--- src/rtl/dev_ram_arbiter.sv ---
// dev_ram_arbiter: request/grant arbiter sharing one dev_ram between two requesters, one access in flight.
// Optional macro DEV_RAM_ARBITER_PRIO0_EN: fixed priority to port 0 instead of round-robin.
module dev_ram_arbiter #(
  parameter int unsigned ADDR_W = 16,
  parameter int unsigned DATA_W = 64,  // pkg_ram::RAM_QUAD_SIZE
  parameter int unsigned RD_LAT = 1    // legal range 1..7
) (
  input  logic              clk,
  input  logic              rst,
  input  logic              req0,
  input  logic              we0,
  input  logic [ADDR_W-1:0] addr0,
  input  logic [1:0]        size0,
  input  logic [DATA_W-1:0] wdata0,
  input  logic              req1,
  input  logic              we1,
  input  logic [ADDR_W-1:0] addr1,
  input  logic [1:0]        size1,
  input  logic [DATA_W-1:0] wdata1,
  output logic              gnt0,
  output logic              gnt1,
  output logic              done0,
  output logic              done1,
  output logic [DATA_W-1:0] rdata0,
  output logic [DATA_W-1:0] rdata1,
  output logic              ram_en,
  output logic              ram_we,
  output logic [ADDR_W-1:0] ram_addr,
  output logic [1:0]        ram_size,
  output logic [DATA_W-1:0] ram_wdata,
  input  logic [DATA_W-1:0] ram_rdata
);

  typedef enum logic [1:0] {IDLE, ACCESS, WAIT} state_e;

  localparam logic [2:0] LAT_LOAD = 3'(RD_LAT - 1);

  state_e     state;
  logic       owner;
  logic [2:0] cnt;
  logic       pick;

`ifdef DEV_RAM_ARBITER_PRIO0_EN
  always_comb begin
    pick = ~req0;
  end
`else
  logic last;

  // On a tie the port that did not win last time goes first.
  always_comb begin
    pick = (req0 && req1) ? ~last : req1;
  end
`endif

  always_ff @(posedge clk or negedge rst) begin
    if (!rst) begin
      state     <= IDLE;
      owner     <= 1'b0;
      cnt       <= '0;
`ifndef DEV_RAM_ARBITER_PRIO0_EN
      last      <= 1'b1;
`endif
      gnt0      <= 1'b0;
      gnt1      <= 1'b0;
      done0     <= 1'b0;
      done1     <= 1'b0;
      rdata0    <= '0;
      rdata1    <= '0;
      ram_en    <= 1'b0;
      ram_we    <= 1'b0;
      ram_addr  <= '0;
      ram_size  <= '0;
      ram_wdata <= '0;
    end else begin
      done0 <= 1'b0;
      done1 <= 1'b0;
      case (state)
        IDLE: begin
          if (req0 || req1) begin
            owner     <= pick;
`ifndef DEV_RAM_ARBITER_PRIO0_EN
            last      <= pick;
`endif
            gnt0      <= ~pick;
            gnt1      <= pick;
            ram_en    <= 1'b1;
            ram_we    <= pick ? we1    : we0;
            ram_addr  <= pick ? addr1  : addr0;
            ram_size  <= pick ? size1  : size0;
            ram_wdata <= pick ? wdata1 : wdata0;
            state     <= ACCESS;
          end
        end
        ACCESS: begin
          ram_en <= 1'b0;
          gnt0   <= 1'b0;
          gnt1   <= 1'b0;
          cnt    <= LAT_LOAD;
          state  <= WAIT;
        end
        WAIT: begin
          // Counter hits zero in the cycle ram_rdata is valid, RD_LAT cycles after ram_en.
          if (cnt == '0) begin
            if (owner) begin
              rdata1 <= ram_rdata;
              done1  <= 1'b1;
            end else begin
              rdata0 <= ram_rdata;
              done0  <= 1'b1;
            end
            state <= IDLE;
          end else begin
            cnt <= cnt - 3'd1;
          end
        end
        default: state <= IDLE;
      endcase
    end
  end

endmodule

--- config.mk ---
export PLATFORM = sky130hd
export DESIGN_NAME = dev_ram_arbiter
export DESIGN_NICKNAME = d
export VERILOG_FILES = /design/src/rtl/dev_ram_arbiter.sv
export SDC_FILE = /design/constraint.sdc
export NUM_CORES = 1
export LEC_CHECK = 0
export BUFFER_PORTS_ARGS = -buffer_cell sky130_fd_sc_hd__buf_2
export CORE_MARGIN = 4
export CORE_UTILIZATION = 30
export CTS_CLUSTER_SIZE = 10
export DETAILED_ROUTE_END_ITERATION = 6
export PLACE_DENSITY_LB_ADDON = 0.08
export SYNTH_ARGS = -nofsm -noshare
export SYNTH_HDL_FRONTEND = slang
export SYNTH_SLANG_ARGS = --single-unit
--- constraint.sdc ---
create_clock -name clk -period 2.4 [get_ports clk]
set_input_delay 0 -clock clk [delete_from_list [all_inputs] [get_ports clk]]
set_output_delay 0 -clock clk [all_outputs]
set_load 0.03 [all_outputs]
; Yosys cells after proc, flatten, opt, wreduce, memory -nomap -nowiden
; Index checks and enable logic that the tools add are counted.
[op_classes]
bitwise_logic = 3
n_reduce_logical = 12
mux = 22
eq_ne = 5
add_sub_neg = 1
[ops]
columns = cell, n
row1 = 2-to-1 mux 64 bit, 1
row2 = 2-to-1 mux 16 bit, 1
row3 = 2-to-1 mux 1 bit, 11
row4 = AND reduction 2 bit, 4
row5 = 2-to-1 mux 2 bit, 3
row6 = "inequality test 2 bit, second input constant", 3
row7 = one-hot mux 1 bit (2 select lines), 3
row8 = one-hot mux 2 bit (3 select lines), 1
row9 = one-hot mux 3 bit (2 select lines), 1
row10 = AND reduction 3 bit, 2
row11 = nonzero test 2 bit, 2
row12 = logical NOT 3 bit, 1
row13 = 2-to-1 mux 3 bit, 1
row14 = inverter 1 bit, 3
row15 = "subtractor 3 x 1 -> 3 bit, second input constant", 1
row16 = "== test 2 x 1 -> 1 bit, second input constant", 1
row17 = "== test 2 bit, second input constant", 1
row18 = logical NOT 2 bit, 1
row19 = logical AND 1 bit, 1
row20 = logical OR 1 bit, 1
[totals]
output_inout_bits = 216
ff_bits = 223
elab_cells = 58
in_bits = 234

; Depth between registers and ports, before layout
[depth]
ltp_word = 5
depth_mapped = 8
mapped_depth_nobuf = 6

; Least setup slack after synthesis
; Ideal clock, no wire load.
[synth_path]
kind = flip-flop to flip-flop
from = register cnt[0]
to = register rdata1[14]
required_time_ns = 2.275
n_path_buf = 2
t_arrival_ns = 1.782
setup_time_ns = 0.125
stages_incl_launch_ff = 9
synth_period_minus_slack_ns = 1.907
setup_slack_ns = 0.493
cell_sequence = dfrtp_1 -> inv_1 -> ha_1 -> ha_1 -> nand2_1 -> or3_1 -> buf_6 -> buf_6 -> mux2_4
[synth_between]
elab_chain_cells = 2
[synth_rtl]
columns = element, line
row1 = start: declaration, 40  ; logic [2:0] cnt;
row2 = start signal: assignment, 114  ; cnt <= cnt - 3'd1;
row3 = logical NOT 3 bit, 104  ; if (cnt == '0) begin
row4 = AND reduction 3 bit (no source line), -
row5 = end signal: assignment, 106  ; rdata1 <= ram_rdata;
row6 = end: declaration, 25  ; output logic [DATA_W-1:0] rdata1,
; No other way between the ends.
; A chain may end at the register's enable or synchronous reset.

; Worst setup path after layout
[layout_path]
from = register last
to = register ram_addr[10]
[layout_between]
elab_chain_cells = 3
[layout_rtl]
columns = element, line
row1 = start: declaration, 48  ; logic last;
row2 = start signal: assignment, 83  ; last <= pick;
row3 = inverter 1 bit, 52  ; pick = (req0 && req1) ? ~last : req1;
row4 = 2-to-1 mux 1 bit, 52
row5 = 2-to-1 mux 16 bit, 89  ; ram_addr <= pick ? addr1 : addr0;
row6 = end signal: assignment, 89
row7 = end: declaration, 28  ; output logic [ADDR_W-1:0] ram_addr,
; No other way between the ends.

==> impl_metrics.csv <==
group,metric,value,unit
yosys,yosysSeqAreaShare,59.7,%
yosys,syn_inst,790,
global_route,grt_pass1_vias,9096,
global_route,met1_usage,23.0,%
die,core,0.0307,mm^2
worst_setup_path,reg2reg_to,"ram_addr[10]",
layout,area_growth_syn_to_layout,63.8,%
power_and_ir_drop,ir_drop,0.000661,V
power_and_ir_drop,pwr-share-seq,29.6,%
clock_tree,clockBufferDepth,3,
global_route,grt_overflow,0,
yosys,synth.avg_cell_area,11.8,um^2
timing,rsz0062_at_grt,"false",
route,vias,8853,
global_route,use_met3,5.19,%
timing,relSlewSlack,32.8,%
timing,tightest_slew,1.01,ns
worst_setup_path,worstSetupEndpointType,"flop",
route,drt_pass1_iterations,4,
clock_tree,cts_root_buffer,"clkbuf_16",
hold_path,hold_path.class,"primary input to asynchronous set/reset pin",
global_route,grt_pass1_wl,50900,um
route,wirelength,33900,um
worst_setup_path,crit_path_end,"ram_addr[10]",
worst_setup_path,arrival,2.64,ns
global_route,grt.met2_usage,32.2,%
die,initial_core_util,30.5,%
route,wire_per_inst,18.1,um
route,vias_per_cell,4.72,
timing,hold_viol,0,
worst_setup_path,critPathRequiredTime,2.82,ns
clock_tree,cts_tree,"built",
layout,fillerInstances,2833,
global_route,antenna_found_initial,7,
worst_setup_path,ff2ff_path_depth,6,
die,ios,450,
yosys,synth_seq_cells,223,
die,floorplan.die_area,0.0340,mm^2
timing,finalHoldWorstSlack,0.0474,ns
placed_design,place_hpwl,22500,um
clock_tree,clk_latency,0.53,ns
worst_setup_path,worstReg2RegStart,"last",
route,drtIter0Drc,354,
power_and_ir_drop,p_total,22.8,mW
route,drc_errors,0,
global_route,grt_max_degree,87,
timing,fmax,449,MHz
global_route,track_usage,18.6,%
die,die_height,184,um
clock_tree,cts_buffers,28,
power_and_ir_drop,switching_power,9.83,mW
flow_run,maxCapViolations,0,
yosys,synth_area,0.00934,mm^2
die,die_x,184,um
timing,maxSlewViolCount,0,
status,outcome,"finished clean",
worst_setup_path,critical_path.max_fanout,11,
worst_setup_path,ff2ff_setup_slack,0.18,ns
timing,period_share,92.7,%
clock_tree,clkTransAtPathRegs,0.06,ns
worst_setup_path,worstSetupPathType,"flop to flop",
clock_tree,htree_num_levels,1,
yosys,synth.distinct_cells,27,
layout,layout-drive-gt1-share,43.6,%
layout,final_util,49.9,%
timing,period_needed,2.22,ns
timing,fin_skew,0.00937,ns
timing,fin_tns_setup,0,ns
placed_design,gp_congestion,0.767,
power_and_ir_drop,power_frac_clock,16.4,%
power_and_ir_drop,powerDensity,1490,mW/mm^2
power_and_ir_drop,p_sw_share,43.2,%
yosys,syn-num-nets,1026,
power_and_ir_drop,p_leak,7.33,nW
placed_design,numPortBuffers,449,
worst_setup_path,crit_start,"last",
yosys,ys.warnings.count,0,
layout,finalNetCount,1702,
global_route,grt_busiest_layer,"met2",
die,row_count,64,
power_and_ir_drop,p_int,12.9,mW
clock_tree,cts.sinks,223,
route,ant_nets,0,
timing,setup_viol,0,
worst_setup_path,cp-start-kind,"flop",
power_and_ir_drop,pwr-share-comb,54.0,%
-- cell usage after synthesis --
cell,instances,area (um^2)
a21bo_2,1,10.0
a21boi_1,1,7.51
a21o_1,1,7.51
a21oi_1,89,445
a31oi_1,84,526
and2_1,1,6.26
buf_1,8,30.0
buf_2,18,90.1
buf_4,6,45.0
buf_6,7,78.8
clkbuf_1,24,90.1
dfrtp_1,222,5560
dfstp_2,1,26.3
ha_1,2,25.0
inv_1,6,22.5
mux2_2,79,890
mux2_4,49,736
nand2_1,172,646
nor2_1,4,15.0
nor2_2,1,6.26
nor2b_1,1,6.26
nor3_1,1,5.00
nor3b_1,3,22.5
o21a_1,2,15.0
o21ai_0,5,25.0
or2_0,1,6.26
or3_1,1,6.26
-- repair_timing --
action,CTS,global route
endpoints found under the hold margin,436,0
hold buffers,236,0
buffers inserted,0,5
endpoints found under the setup margin,0,3
resized for setup,0,1
-- per-layer routing --
metal  part of all wire [%]  wire (um)
met2                     49      16700
met4                    2.6        896
met3                    8.5       2860
met1                     40      13400
met5                  0.086         29
-- sequential cells by signal, summed over array words and instances, names as in the netlist, 2 cells and up --
signal     cells
rdata0        64
state          2
rdata1        64
cnt            3
ram_wdata     64
ram_size       2
ram_addr      16
-- power groups by stage --
stage / registers, mW / logic [mW] / clock network [mW]
floorplan: 10.4 / 3.62 / 0
detailed placement: 6.76 / 10.8 / 0
global route: 6.98 / 13.0 / 4.02
finish: 6.74 / 12.3 / 3.73
global placement: 6.77 / 10.7 / 0
CTS: 6.74 / 12.3 / 3.87
-- worst max-delay path: stages, from the launching register on --
cell	delay, ns
dfstp_2	0.58
a21boi_4	0.07
buf_12	0.14
nand2_1	0.07
dlygate4sd3_1	0.57
a31oi_1	0.10
dlygate4sd3_1	0.57
-- kinds of logic (layout without fill, tap and decap cells) --
| logic type | after synthesis | after routing | share of synthesized area, % |
|---|---|---|---|
| adder cells (fa/ha/maj) | 2 | 2 | 0.268 |
| AND/OR/NAND/NOR | 185 | 185 | 7.70 |
| AO/OA/AOI/OAI | 183 | 183 | 11.1 |
| multiplexers | 128 | 128 | 17.4 |
| buffers and inverters | 69 | 755 | 3.82 |
| other | 0 | 4 | 0 |
| flip-flops | 223 | 223 | 59.7 |
-- how the worst min path moves through the flow --
| stage | from | to | cells past startpoint | slack (ns) |
|---|---|---|---|---|
| 2_1_floorplan | rst | cnt[0] | 0 | -0.30 |
| 3_3_place_gp | rst | rdata0[37] | 1 | 0.05 |
| 3_5_place_dp | rst | rdata0[37] | 1 | 0.04 |
| 4_1_cts | req1 | gnt1 | 4 | 0.01 |
| 5_1_grt | rst | rdata0[34] | 2 | 0.05 |
| 6_report | rst | rdata0[34] | 2 | 0.05 |
-- through the flow --
step	instances	setup WS, ns	instance area, um^2
after CTS	1867	0.0627	15200
after global placement	1591	0.288	12100
after floorplan	790	0.493	9340
final	1876	0.175	15300
after global routing	1875	0.104	15300
after detailed placement	1591	0.259	12100
-- layout by cell type (no fill, tap or decap) --
master           n
buf_8            1
a21o_1           1
or2_2            1
buf_4           10
nor3_2           1
inv_6            1
nor2_4           1
dlygate4sd3_1  236
mux2_4          49
clkbuf_1         5
a31oi_1         84
clkinv_2         2
or3_4            1
nor3b_1          3
a21boi_4         1
o21ai_0          5
dfrtp_1        222
dfstp_2          1
nor2b_1          1
a21bo_2          1
a21oi_1         89
and2_4           1
o21a_1           2
ha_1             2
diode_2          4
buf_12          14
clkinvlp_4       1
clkbuf_8         2
inv_1            6
mux2_2          79
nand2_1        172
clkinv_8         1
clkbuf_16       28
buf_2          448
nor2_1           4
-- area by class of cell --
class                      instances  area [um^2]  share of cell area, %
timing repair buffer             709         4970                   32.5
tap                              396          495                   3.24
multi-input combinational        498         3430                   22.4
inverter                           6         22.5                  0.147
clock buffer                      35          747                   4.88
clock inverter                     5         42.5                  0.278
sequential                       223         5580                   36.5
antenna                            4         10.0                 0.0654
(Power assumes the default switching activity.)
